===== src/rtl/antisat_seq_lock.sv =====
// antisat_seq_lock: sequential Anti-SAT lock block.
// - Loads a 2N-bit key serially: K1 in key bits 0..N-1, K2 in key bits N..2N-1.
// - Computes the Anti-SAT flip bit over x_in.
// - Corrupts the protected target nets through a one-stage registered XOR.
// - Counts flip events with a saturating counter.
module antisat_seq_lock #(
    parameter int N       = 16,
    parameter int TGT_W   = 1,
    parameter int CNT_W   = 16,
    parameter int LOCKOUT = 1
) (
    input  logic             clk,
    input  logic             rst_n,
    input  logic             key_bit,
    input  logic             key_valid,
    input  logic             key_start,
    input  logic             key_clear,
    input  logic [N-1:0]     x_in,
    input  logic [TGT_W-1:0] tgt_in,
    input  logic             in_valid,
    output logic [TGT_W-1:0] tgt_out,
    output logic             out_valid,
    output logic             flip_out,
    output logic             armed,
    output logic [CNT_W-1:0] flip_cnt
);

    localparam int KW = 2 * N;
    localparam int BW = (KW > 1) ? $clog2(KW) : 1;
    localparam logic [BW-1:0] LAST_BIT = BW'(KW - 1);
    localparam logic LOCK_FE = (LOCKOUT != 0);

    typedef enum logic [1:0] {
        IDLE  = 2'd0,
        LOAD  = 2'd1,
        ARMED = 2'd2
    } state_t;

    state_t             state_q, state_d;
    logic [KW-1:0]      key_q, key_d;
    logic [BW-1:0]      bit_cnt_q, bit_cnt_d;
    logic [TGT_W-1:0]   tgt_q, tgt_d;
    logic               out_valid_q, out_valid_d;
    logic               flip_q, flip_d;
    logic               armed_q, armed_d;
    logic [CNT_W-1:0]   flip_cnt_q, flip_cnt_d;

    logic [N-1:0]       k1, k2;
    logic               g, gb, f, fe;

    assign k1 = key_q[N-1:0];
    assign k2 = key_q[KW-1:N];

    // Anti-SAT flip term; it is only honoured while ARMED, otherwise the lockout value applies
    always_comb begin
        g  = &(x_in ^ k1);
        gb = ~&(x_in ^ k2);
        f  = g & gb;
        fe = (state_q == ARMED) ? f : LOCK_FE;
    end

    // Key loader: key_clear beats key_start, and key_start beats key_valid
    always_comb begin
        state_d   = state_q;
        key_d     = key_q;
        bit_cnt_d = bit_cnt_q;
        if (key_clear) begin
            state_d   = IDLE;
            key_d     = '0;
            bit_cnt_d = '0;
        end else if (key_start) begin
            // Restart keeps old key bits until each one is overwritten
            state_d   = LOAD;
            bit_cnt_d = '0;
        end else if (state_q == LOAD && key_valid) begin
            key_d[bit_cnt_q] = key_bit;
            if (bit_cnt_q == LAST_BIT) begin
                state_d   = ARMED;
                bit_cnt_d = '0;
            end else begin
                bit_cnt_d = bit_cnt_q + BW'(1);
            end
        end
    end

    // Output pipeline and flip-event counter; data registers hold when no input is valid
    always_comb begin
        tgt_d       = tgt_q;
        flip_d      = flip_q;
        out_valid_d = in_valid;
        flip_cnt_d  = flip_cnt_q;
        armed_d     = (state_d == ARMED);
        if (in_valid) begin
            tgt_d  = tgt_in ^ {TGT_W{fe}};
            flip_d = fe;
        end
        if (key_clear) begin
            flip_cnt_d = '0;
        end else if (in_valid && (state_q == ARMED) && f && (flip_cnt_q != {CNT_W{1'b1}})) begin
            flip_cnt_d = flip_cnt_q + CNT_W'(1);
        end
    end

    // State, key and output registers; an asynchronous reset zeroises any partial key
    always_ff @(posedge clk or negedge rst_n) begin
        if (!rst_n) begin
            state_q     <= IDLE;
            key_q       <= '0;
            bit_cnt_q   <= '0;
            tgt_q       <= '0;
            out_valid_q <= 1'b0;
            flip_q      <= 1'b0;
            armed_q     <= 1'b0;
            flip_cnt_q  <= '0;
        end else begin
            state_q     <= state_d;
            key_q       <= key_d;
            bit_cnt_q   <= bit_cnt_d;
            tgt_q       <= tgt_d;
            out_valid_q <= out_valid_d;
            flip_q      <= flip_d;
            armed_q     <= armed_d;
            flip_cnt_q  <= flip_cnt_d;
        end
    end

    assign tgt_out   = tgt_q;
    assign out_valid = out_valid_q;
    assign flip_out  = flip_q;
    assign armed     = armed_q;
    assign flip_cnt  = flip_cnt_q;

endmodule


===== config.mk =====
export PLATFORM = sky130hd
export DESIGN_NAME = antisat_seq_lock
export DESIGN_NICKNAME = d
export VERILOG_FILES = /design/src/rtl/antisat_seq_lock.sv
export SDC_FILE = /design/constraint.sdc
export NUM_CORES = 1
export LEC_CHECK = 0
export CORE_ASPECT_RATIO = 0.5
export CORE_MARGIN = 1.5
export CORE_UTILIZATION = 30
export CTS_CLUSTER_DIAMETER = 50
export CTS_CLUSTER_SIZE = 14
export DETAILED_ROUTE_END_ITERATION = 10
export SETUP_SLACK_MARGIN = 0.1
export SKIP_LAST_GASP = 1
export SYNTH_ARGS = -nofsm -noshare
export SYNTH_HDL_FRONTEND = slang
export SYNTH_SLANG_ARGS = --single-unit

===== constraint.sdc =====
create_clock -name clk -period 6.24 [get_ports clk]
set_clock_uncertainty 0.05 [all_clocks]
set_input_delay 1.248 -clock clk [delete_from_list [all_inputs] [get_ports clk]]
set_output_delay 1.248 -clock clk [all_outputs]
set_load 0.05 [all_outputs]

# Word level (Yosys, flattened, before mapping)
# Cells that the tools add are included.
# totals
reg_bits	59
inputBits	24
out_inout_bits	20
wordCells	51
# op_classes
n_addsub	2
magnitude_cmp	2
eq_ne	6
n_mux	17
bitwise_logic	4
n_reduce_logical	12
# op_table
op	count
32-bit two-way mux	3
32-bit bitwise mux	1
16-bit two-way mux	2
16-bit AND reduction	2
16-bit XOR	2
5-bit two-way mux	4
16-bit by 1-bit adder with 16-bit output (second input constant)	1
16-bit != test (second input constant)	1
2-bit two-way mux	4
5-bit by 6-bit < comparator with 1-bit output (second input constant)	1
5-bit by 1-bit adder with 5-bit output (second input constant)	1
1-bit demux with 5-bit select	1
5-bit == test (second input constant)	1
5-bit by 1-bit greater-or-equal comparator with 1-bit output (second input constant)	1
1-bit logical AND	5
2-bit == test (second input constant)	2
2-bit nonzero test	2
3-bit nonzero test	1
2-bit by 1-bit == test with 1-bit output (second input constant)	1
1-bit two-way mux	2
2-bit by 1-bit != test with 1-bit output (second input constant)	1
2-bit AND reduction	1
1-bit bitwise AND	1
1-bit zero test	1
1-bit XOR	1

# Logic depth before layout (Yosys ltp)
# Gate-level depths: netlist of the first run.
# depth
ltp_word	8
depth_mapped	7
depth_no_buf	7

# Least setup slack after synthesis of the first run
# OpenSTA, ideal clock, no wires.
# synth_timing
path_type	input port to flip-flop
from	in x_in[3]
to	reg flip_cnt_q[10] (netlist: flip_cnt[10])
setup_time_ps	128
arrival_ps	2572
t_required_ps	6062
path_slack_ps	3491
path_stages	7
path_buffers	1
cell_sequence	xor2_1 nand4_1 nor4_2 o41ai_2 buf_6 nor3_1 mux2_1
# synth_via
elab_chain_len	7
elab_cells_between_ends	9
classes_between	3 x bitwise; 6 x reduce/logical
# synth_rtl
element	line	rtl
start, declared	18	input logic [N-1:0] x_in,
16-bit XOR	57	gb = ~&(x_in ^ k2);
16-bit AND reduction	57	
1-bit zero test	57	
1-bit bitwise AND (*)	58	f = g & gb;
1-bit logical AND (*) (2 in a row)	99	end else if (in_valid && (state_q == ARMED) && f && (flip_cnt_q != {CNT_W{1'b1}})) begin
2-bit nonzero test (no source line) (*)	-	
end signal, assigned	123	flip_cnt_q <= flip_cnt_d;
end, declared	46	logic [CNT_W-1:0] flip_cnt_q, flip_cnt_d;
# Every way passes the cells marked *; elsewhere a longest branch is shown, timed or not.
# A chain may end at the register's enable or synchronous reset.

# Final worst setup path of the first run
# layout_timing
from	in x_in[0]
to	reg flip_cnt_q[12] (netlist: flip_cnt[12])
# Same word-level chain as after synthesis.

==> reports/results.md, run 1 <==
| Item | Value |
|---|---|
| Leak pwr | 1.936 nW |
| FF-to-FF path depth | 7 |
| Die height | 78.05 um |
| Global-route usage over all layers | 14.63% |
| DRC | 0 |
| Routability-driven placement congestion ratio | 0.7635 |
| Startpoint Class | primary input |
| Worst vdd rail ir drop | 0.1035 mV |
| Area growth, synth to finish | 24.99% |
| Post-synthesis sequential area ratio | 43.69% |
| Worst-Margin Slew | 1190 ps |
| Cell area after technology mapping | 3379 um^2 |
| FILL cells | 1109 |
| Die Wd | 153.1 um |
| Final net count | 439 |
| Count of max-cap constraint violations | 0 |
| Largest net degree at the start of global routing | 64 |
| Number of clock sinks seen by CTS | 59 |
| Overflow left after global routing | 0 |
| Final period util | 53.13% |
| Worst slew margin relative to its limit | 20.40% |
| Antenna Nets Post-Route | 0 |
| Highest attainable clock frequency | 301.6 MHz |
| Req. time, crit path | 6400 ps |
| Worst skew pair latency | 330 ps |
| First-iteration detailed-routing DRC count | 169 |
| Instance count along the most critical hold path | 2 |
| Final max-slew violation count | 0 |
| Yosys warnings | 0 |
| Clock tree from TritonCTS | done |
| # IOs | 44 |
| #FFs+latches synth | 59 |
| Final design instance area without fill | 4224 um^2 |
| Peak fanout along the critical path | 22 |
| Reg2reg start | key_q[0] |
| Buffer cell driving the clock tree root | clkbuf_16 |
| Fin Setup TNS | 0 ps |
| Clock buffers created by TritonCTS | 9 |
| RSZ-0062 raised after global routing | false |
| Minimum clock period after layout | 3315 ps |
| Most common library cells after synthesis | 59 x dfrtp_1, 52 x nor2_1, 51 x nand2_1 |
| Setup-violating endpoint count in the final report | 0 |
| Hold Crit Class | reg -> reg |
| Number of enable flip-flop cells after synthesis | 0 |
| Final hold violations | 0 |
| Area of the core | 10980 um^2 |
| Routed WL | 8078 um |
| Post-synthesis async set-or-reset flop share | 100.0% |
| Hold-fix buffers at CTS | 0 |
| Syn nets | 403 |
| Site Rows | 27 |
| Fraction of layout cells with a size suffix above 1 | 6.780% |
| Crit path arrival time | 3470 ps |
| Via total after detailed routing | 2682 |
| Leading post-synthesis cells by cell area | dfrtp_1 44%, xor2_1 8.3%, mux2i_1 7.4% |
| Average cell area after synthesis | 9.060 um^2 |
| Vias in the first global route | 2627 |
| Gate count of the mapped netlist | 373 |
| Dominant synthesized flop cell | dfrtp_1 |
| Maximum buffer depth of the clock tree | 2 |
| Number of post-CTS setup repair buffers | 0 |
| DP Area | 3925 um^2 |
| Design Power | 0.9335 mW |
| Average routed wire per standard cell | 14.48 um |
| Number of levels the H-tree was split into | 3 |
| Floorplan die area | 11950 um^2 |
| Input/output buffers | 43 |
| Resize count post-CTS | 0 |
| Run status | finished, final reports clean |
| Distinct cell type count of the synthesized netlist | 37 |
| Share of Yosys cell area claimed by the top area cell type | 43.69% |
| Critical Path Start | x_in[0] |
| Power Dens Cells | 221.0 nW/um^2 |
| Reg2reg setup slack | 3980 ps |
| Diodes inserted | 0 |
| Start-to-end type of the worst setup path | in -> reg |
| Largest area contributor in the synthesized netlist | dfrtp_1 |
| Most common cell in the netlist | dfrtp_1 |
| Setup crit end | flip_cnt[12] |
| Wire length of the first global-routing pass | 13640 um |
| Worst setup EP type | flop |
| 1st-pass router iterations | 5 |
| Clock transition at path regs | 50 ps |
| Endpoint of the worst register-to-register path | flip_cnt[12] |
| Effective utilization at floorplan | 30.78% |
| Routed vias/inst | 4.806 |
| Detailed placement HPWL | 5319 um |
| Number of antenna violations at the first check in global routing | 0 |
## how the worst min path moves through the flow
| stage | startpoint | endpoint |
|---|---|---|
| 2_1_floorplan | state_q[1] | state_q[1] |
| 3_3_place_gp | key_q[7] | key_q[7] |
| 3_5_place_dp | flip_out | flip_out |
| 4_1_cts | key_q[9] | key_q[9] |
| 5_1_grt | key_q[11] | key_q[11] |
| 6_report | flip_out | flip_out |
## cells by family after synthesis
logic type | synth area share (%)
simple gates | 25.99
fa+ha+maj | 2.221
mux | 11.07
xor+xnor | 8.293
buf+inv | 3.332
flops | 43.69
compound gates | 5.406
## where the power goes
part / internal [mW] / total, mW / switching, mW
Sequential: 0.385 / 0.386 / 0.00157
Clock: 0.320 / 0.487 / 0.167
Combinational: 0.0229 / 0.0600 / 0.0371
Total: 0.728 / 0.933 / 0.206
## worst max-delay path, cell delays in order
cell and delay [ps]:
clkdlybuf4s50_1 520, xor2_1 210, nand4_1 140, nor4_2 400, o41ai_4 150, buf_4 230, nor3_1 230, mux2_1 340
## state kept, by name (all words and copies together), names as in the netlist
name       cells
flip_out       1
bit_cnt_q      5
flip_cnt      16
armed          1
out_valid      1
key_q         32
state_q        2
tgt_out        1
## stage by stage
| step | setup WS, ps | util, % | hold slack [ps] | std cells |
|---|---|---|---|---|
| 2_1_floorplan | 3491 | - | 443.0 | 373 |
| 6_report | 2925 | 38.47 | 486.0 | 558 |
| 3_5_place_dp | 2613 | 35.75 | 482.9 | 543 |
| 5_1_grt | 2762 | 38.47 | 514.1 | 558 |
| 3_3_place_gp | 2607 | 35.75 | 475.5 | 543 |
| 4_1_cts | 2960 | 38.47 | 490.8 | 558 |
## cell type report
| type | instances | area [um^2] | area share, % |
|---|---|---|---|
| inverters | 6 | 22.52 | 0.5332 |
| clock inverters | 1 | 5.005 | 0.1185 |
| flip-flops and latches | 59 | 1476 | 34.95 |
| clock buffers | 14 | 294.0 | 6.961 |
| repair buffers | 46 | 442.9 | 10.49 |
| multi-input cells | 287 | 1802 | 42.65 |
| well taps | 145 | 181.4 | 4.295 |
## layout by cell type (no fill, tap or decap), types with 12 or more instances in the layout
cell	instances
clkdlybuf4s50_1	41
nor2b_1	12
mux2i_1	25
a21oi_1	18
nand2_1	51
nor2_1	52
nand3_1	19
xor2_1	32
nand4_1	12
dfrtp_1	59
## metal layers
metal	track usage (%)	share of wire (%)	vias up	wire length, um
met5	0	0	-	0
met4	5.588	0.52	0	42
met3	3.920	4.1	2	331
met2	22.18	46	44	3753
met1	19.95	49	1303	3951
li1	-	-	1333	-
Note: power is estimated with default switching activity, not from simulation.
==> inputs of run 2 (changes only) <==
==> constraint.sdc (replaced) <==
create_clock -name clk -period 2.7 [get_ports clk]
set_clock_uncertainty 0.05 [all_clocks]
set_input_delay 0.54 -clock clk [delete_from_list [all_inputs] [get_ports clk]]
set_output_delay 0.54 -clock clk [all_outputs]
set_load 0.05 [all_outputs]
==> run 2 against run 1 <==
  * Register-to-register slack got worse by 3400 ps
  * First-iteration DRC count fell by 39%
  * Final cell count rose by 2.7%
  * Non-clock buffer count rose by 18
  * Via count rose by 2.2%
  * Total power rose by 120%
  * Die area did not move
  * Core utilization rose by 1.6 points
  * Sequential power rose by 130%
  * Global-route usage rose by 0.26 points
  * Critical path type unchanged
  * Critical endpoint is now flip_cnt[3]
  * Largest power group unchanged
==> reports/results.md, run 2 (same netlist as run 1, synthesis figures left out) <==
| Item | Value | vs previous |
|---|---|---|
| Run status | finished, final reports clean |  |
| Clock transition at path regs | 50 ps | about the same |
| Diodes inserted | 0 | unchanged |
| Share of power burned in combinational logic | 7.6% | +1.2 points |
| Site Rows | 27 | unchanged |
| Req. time, crit path | 2850 ps | -3550 ps |
| Worst setup EP type | flop |  |
| Die height | 78.05 um | unchanged |
| Clock buffers created by TritonCTS | 9 | unchanged |
| Most common cell after layout, fill and taps aside | dfrtp_1 |  |
| Detailed placement HPWL | 5596 um | +5.2% |
| Slowest-stage cell, CP | clkdlybuf4s50_1 |  |
| Worst-Margin Slew | 574.1 ps | -616.2 ps |
| Area taken by multi-input logic gates | 1856 um^2 | +3.0% |
| Sum of buffers and inverters on the critical path | 3 | +1 |
| Routed vias/inst | 4.785 | -0.44% |
| Final net count | 457 | +4.1% |
| Power Dens Cells | 469.2 nW/um^2 | +110% |
| Delay of the slowest cell on the worst path | 500 ps | -20 ps |
| Effective utilization at floorplan | 30.78% | unchanged |
| Buffer cell driving the clock tree root | clkbuf_16 |  |
| Portion of total power attributed to sequential cells | 43.3% | +1.9 points |
| Seq. cell area | 1476 um^2 | unchanged |
| Average routed wire per standard cell | 14.51 um | +0.24% |
| Largest net degree at the start of global routing | 48 | -25% |
| Share of the core filled with cells | 40.08% | +1.6 points |
| Global-route usage over all layers | 14.88% | +0.26 points |
| First-iteration detailed-routing DRC count | 103 | -39% |
| Clock tree from TritonCTS | done |  |
| FILL cells | 1081 | -2.5% |
| Count of max-cap constraint violations | 0 | unchanged |
| RSZ-0062 raised after global routing | false |  |
| Number of levels the H-tree was split into | 3 | unchanged |
| Routability-driven placement congestion ratio | 0.7513 | -1.6% |
| Fraction of power consumed by the clock network | 49.2% | -3.0 points |
| # IOs | 44 | unchanged |
| Input/output buffers | 43 | unchanged |
| Number of flip-flops under the largest register name | 32 | unchanged |
| Internal Pwr Total | 1.605 mW | +120% |
| Wire length of the first global-routing pass | 13840 um | +1.5% |
| Worst slew margin relative to its limit | 61.44% | +41 points |
| Minimum clock period after layout | 2520 ps |  |
| Cell family with most CP delay | buffers and inverters |  |
| Commonest cells after routing, fill and taps aside | 59 x dfrtp_1, 51 x nor2_1, 51 x nand2_1, 39 x clkdlybuf4s50_1, 32 x xor2_1 |  |
| Worst vdd rail ir drop | 0.2705 mV | +160% |
| Floorplan die area | 11950 um^2 | unchanged |
| Power dissipated by switching net loads | 0.4598 mW | +120% |
| Hold-fix buffers at CTS | 0 | unchanged |
| Peak fanout along the critical path | 18 | -18% |
| Final period util | 93.32% |  |
| Number of antenna violations at the first check in global routing | 0 | unchanged |
| Startpoint Class | primary input |  |
| Area of the core | 10980 um^2 | unchanged |
| Crit-path cells | clkdlybuf4s50_1, buf_4, xor2_1, nand4_1, nor4_4, o41ai_4, buf_12, nor3_2, mux2_2 |  |
| Die Wd | 153.1 um | unchanged |
| Area growth, synth to finish | 30.21% |  |
| Hold Crit Class | in -> async |  |
| Final max-slew violation count | 0 | unchanged |
| Final hold violations | 0 | unchanged |
| Fraction of layout cells with a size suffix above 1 | 11.68% | +4.9 points |
| Via total after detailed routing | 2742 | +2.2% |
| DRC | 0 | unchanged |
| Highest attainable clock frequency | 396.9 MHz |  |
| Maximum buffer depth of the clock tree | 2 | unchanged |
| Routed WL | 8315 um | +2.9% |
| Final cell count without fillers | 573 | +2.7% |
| Number of cells after detailed placement | 560 | +3.1% |
| Crit path arrival time | 2670 ps | -800 ps |
| Top register by number of flip-flops | key_q |  |
| Antenna Nets Post-Route | 0 | unchanged |
| Vias in the first global route | 2652 | +0.95% |
| Leak pwr | 2.059 nW | +6.3% |
| Share of total power consumed by net switching | 22.27% | +0.22 points |
| Setup-violating endpoint count in the final report | 0 | unchanged |
| Start-to-end type of the worst setup path | in -> reg |  |
| Overflow left after global routing | 0 | unchanged |
| 1st-pass router iterations | 4 | -1 |
| Number of clock sinks seen by CTS | 59 | unchanged |
| Worst skew pair latency | 320 ps | about the same |
run 2: final cells by class:
cell class / instances / area share, %
Multi-Input combinational cell: 287 / 42.17
Inverter: 6 / 0.5118
Sequential cell: 59 / 33.55
Clock buffer: 12 / 5.829
Tap cell: 145 / 4.123
Timing Repair Buffer: 64 / 13.82
run 2: worst paths after layout:
kind                                 from     endpoint  slack (ps)  cells after the start
worst max-delay path             x_in[14]  flip_cnt[3]         180                      9
worst min-delay path                rst_n    key_q[15]          60                      1
worst max register to register  key_q[10]  flip_cnt[3]         570                      7
worst min register to register    tgt_out      tgt_out         480                      2
max in group asynchronous           rst_n  flip_cnt[3]        1960                      2
min in group clk                  tgt_out      tgt_out         480                      2
run 2: what timing repair did:
action | 4_1_cts | 5_1_grt
setup buffers | 1 | 0
endpoints found under the setup margin | 14 | 7
pin swaps | 2 | 5
resized for setup | 2 | 10
run 2: worst reg2reg max path, stage by stage, from the launching register on:
cell and delay [ps]:
dfrtp_1 400, xor2_1 200, nand4_1 190, nor4_4 350, o41ai_4 140, buf_12 180, nor3_2 170, mux2_2 350
run 2: power groups by stage:
stage / combinational [mW] / sequential, mW / clock, mW
CTS: 0.159 / 0.893 / 1.04
finish: 0.156 / 0.893 / 1.02
detailed placement: 0.158 / 0.907 / 0
global placement: 0.158 / 0.907 / 0
floorplan: 0.0524 / 0.915 / 0
global route: 0.172 / 0.893 / 1.08
run 2: per-stage QoR:
stage	setup WS (ps)	cell area (um^2)	hold slack, ps	setup TNS [ps]	power (mW)
after floorplan	477.1	3379	194.4	0	0.9671
after CTS	113.1	4352	64.43	0	2.097
after detailed placement	-348.1	4065	412.4	-5217	1.066
final	180.4	4400	62.17	0	2.065
after global routing	85.14	4400	82.58	0	2.148
after global placement	-402.4	4065	413.7	-6270	1.065
run 2: per-layer routing:
layer | GRT usage, % | wire length (um) | share of wire (%) | vias up
met5 | 0 | 0 | 0 | -
met4 | 4.216 | 87 | 1.0 | 0
met3 | 4.694 | 330 | 4.0 | 6
met2 | 23.32 | 3862 | 46 | 32
met1 | 19.81 | 4034 | 49 | 1338
li1 | - | - | - | 1366
==> inputs of run 3 (changes only) <==
==> constraint.sdc (replaced) <==
create_clock -name clk -period 2.22 [get_ports clk]
set_clock_uncertainty 0.05 [all_clocks]
set_input_delay 0.444 -clock clk [delete_from_list [all_inputs] [get_ports clk]]
set_output_delay 0.444 -clock clk [all_outputs]
set_load 0.05 [all_outputs]
==> run 3 against run 2 <==
  * Via count rose by 3.5%
  * Total power is 24% higher
  * Sequential share of layout area decreased by 1.7 points
  * The run now ends with DRC left
  * Clock-buffer cell count up 2
  * Sequential power rose by 22%
==> reports/results.md, run 3 (same netlist as run 1, synthesis figures left out) <==
| Item | Value | vs previous |
|---|---|---|
| Startpoint Class | flop |  |
| Power Dens Cells | 547.3 nW/um^2 | +17% |
| Number of antenna violations at the first check in global routing | 0 | unchanged |
| Detailed placement HPWL | 5808 um | +3.8% |
| Hold-fix buffers at CTS | 0 | unchanged |
| Worst slew margin relative to its limit | 55.23% | -6.2 points |
| Final design instance area without fill | 4661 um^2 | +5.9% |
| Via total after detailed routing | 2839 | +3.5% |
| Reg2reg setup slack | 30 ps | -540 ps |
| Vias in the first global route | 2844 | +7.2% |
| Violated checks | DRC |  |
| Crit-path cells | xor2_1, nand4_1, nor4_4, o41ai_4, buf_12, nor3_2, mux2_1 |  |
| Final net count | 474 | +3.7% |
| First-iteration detailed-routing DRC count | 181 | +76% |
| Buffer cell driving the clock tree root | clkbuf_16 |  |
| Number of clock sinks seen by CTS | 59 | unchanged |
| Minimum clock period after layout | 2191 ps |  |
| Reg2reg start | key_q[10] |  |
| Leak pwr | 2.217 nW | +7.7% |
| Most common cell after layout, fill and taps aside | dfrtp_1 |  |
| Internal Pwr Total | 1.973 mW | +23% |
| Final period util | 98.72% |  |
| Input/output buffers | 43 | unchanged |
| Fin Setup TNS | 0 ps | unchanged |
| DRC | 2 | +2 |
| Delay of the slowest cell on the worst path | 400 ps | -100 ps |
| Number of levels the H-tree was split into | 3 | unchanged |
| Setup-violating endpoint count in the final report | 0 | unchanged |
| Final hold violations | 0 | unchanged |
| Die height | 78.05 um | unchanged |
| Floorplan die area | 11950 um^2 | unchanged |
| FF-to-FF path depth | 7 | unchanged |
| Site Rows | 27 | unchanged |
| Endpoint of the worst register-to-register path | flip_cnt[7] |  |
| 1st-pass router iterations | 7 | +3 |
| Fraction of layout cells with a size suffix above 1 | 19.38% | +7.7 points |
| Highest attainable clock frequency | 456.3 MHz |  |
| Average routed wire per standard cell | 14.55 um | +0.27% |
| Diodes inserted | 0 | unchanged |
| Effective utilization at floorplan | 30.78% | unchanged |
| Peak fanout along the critical path | 10 | -8 |
| Req. time, crit path | 2370 ps | -480 ps |
| Area growth, synth to finish | 37.91% |  |
| Count of max-cap constraint violations | 0 | unchanged |
| Clock buffers created by TritonCTS | 9 | unchanged |
| Maximum buffer depth of the clock tree | 2 | unchanged |
| Wire length of the first global-routing pass | 14540 um | +5.0% |
| Routability-driven placement congestion ratio | 0.7307 | -2.7% |
| Start-to-end type of the worst setup path | reg -> reg |  |
| Routed WL | 8643 um | +3.9% |
| # IOs | 44 | unchanged |
| Number of cells after detailed placement | 573 | +2.3% |
| Largest net degree at the start of global routing | 39 | -19% |
| Final cell count without fillers | 594 | +3.7% |
| Area of the core | 10980 um^2 | unchanged |
| Share of total power consumed by net switching | 22.63% | +0.37 points |
| Die Wd | 153.1 um | unchanged |
| Number of flip-flops under the largest register name | 32 | unchanged |
| Worst skew pair latency | 320 ps | about the same |
| Clock tree from TritonCTS | done |  |
| Share of power burned in combinational logic | 7.5% | about the same |
| Routed vias/inst | 4.779 | -0.12% |
| Commonest cells after routing, fill and taps aside | 53 x dfrtp_1, 51 x nand2_1, 48 x nor2_1, 31 x xor2_1, 30 x buf_4 |  |
| Slowest-stage cell, CP | dfrtp_1 |  |
| Top register by number of flip-flops | key_q |  |
| Antenna Nets Post-Route | 0 | unchanged |
| Overflow left after global routing | 0 | unchanged |
| Clock transition at path regs | 50 ps | about the same |
| Fraction of power consumed by the clock network | 50.0% | +0.8 points |
| Run status | finished, violations left |  |
| Portion of total power attributed to sequential cells | 42.6% | -0.7 points |
| Global-route usage over all layers | 15.63% | +0.74 points |
| Crit path arrival time | 2340 ps | -330 ps |
| RSZ-0062 raised after global routing | true |  |
| Worst-Margin Slew | 671.5 ps | +97.44 ps |
| DP Area | 4220 um^2 | +3.8% |
| Worst setup EP type | flop |  |
| Worst vdd rail ir drop | 0.3563 mV | +32% |
| Power dissipated by switching net loads | 0.5774 mW | +26% |
| Hold Crit Class | in -> async |  |
| Final max-slew violation count | 0 | unchanged |
-- run 3: final cells by class --
cell class | instances | area (um^2)
fill | 1085 | 6319
multi-input combinational | 287 | 1897
sequential | 59 | 1484
timing repair buffer | 81 | 802.0
clock buffer | 14 | 264.0
tap | 145 | 181.4
inverter | 6 | 22.52
clock inverter | 2 | 10.01
-- run 3: timing repair --
item,in CTS,in global routing
resized for setup,43,8
pin swaps,15,0
cloned,2,0
setup endpoints to repair,18,21
setup buffers,2,1
-- run 3: worst max-delay path by stage --
stage                              end         from
final                      flip_cnt[7]    key_q[10]
after global routing      flip_cnt[10]    key_q[10]
after CTS                  flip_cnt[8]    key_q[24]
after detailed placement   flip_cnt[0]      x_in[1]
after global placement     flip_cnt[0]      x_in[6]
after floorplan            flip_cnt[0]  flip_cnt[7]
-- run 3: power groups by stage --
stage	Sequential (mW)	Clock, mW	Combinational [mW]
2_1_floorplan	1.11	0	0.0637
3_3_place_gp	1.10	0	0.200
3_5_place_dp	1.10	0	0.202
4_1_cts	1.09	1.30	0.194
5_1_grt	1.09	1.35	0.210
6_report	1.09	1.27	0.191
-- run 3: through the flow --
| step | util, % | power [mW] | setup slack, ps | hold WS [ps] |
|---|---|---|---|---|
| after global placement | 38.44 | 1.304 | -842.7 | 459.9 |
| after global routing | 42.45 | 2.646 | -60.89 | 152.1 |
| after floorplan | - | 1.176 | 103.2 | 98.41 |
| after detailed placement | 38.44 | 1.305 | -805.8 | 466.7 |
| final | 42.45 | 2.551 | 28.50 | 101.6 |
| after CTS | 42.12 | 2.583 | 12.98 | 120.5 |
-- run 3: layer usage --
| metal | up-vias | part of all wire, % | track usage, % |
|---|---|---|---|
| met5 | - | 0 | 0 |
| met4 | 0 | 0.73 | 4.412 |
| met3 | 6 | 5.0 | 4.417 |
| met2 | 48 | 47 | 25.64 |
| met1 | 1381 | 47 | 20.26 |
| li1 | 1404 | - | - |
-- run 3: critical path, delay by kind of cell (launching register included) --
family	cells	cell delay, ps
AOI/OAI and AO/OA	1	180
xor gates and xnor gates	1	200
buffers and inverters	1	190
DFF	1	400
muxes	1	340
and+or+nand+nor	3	710
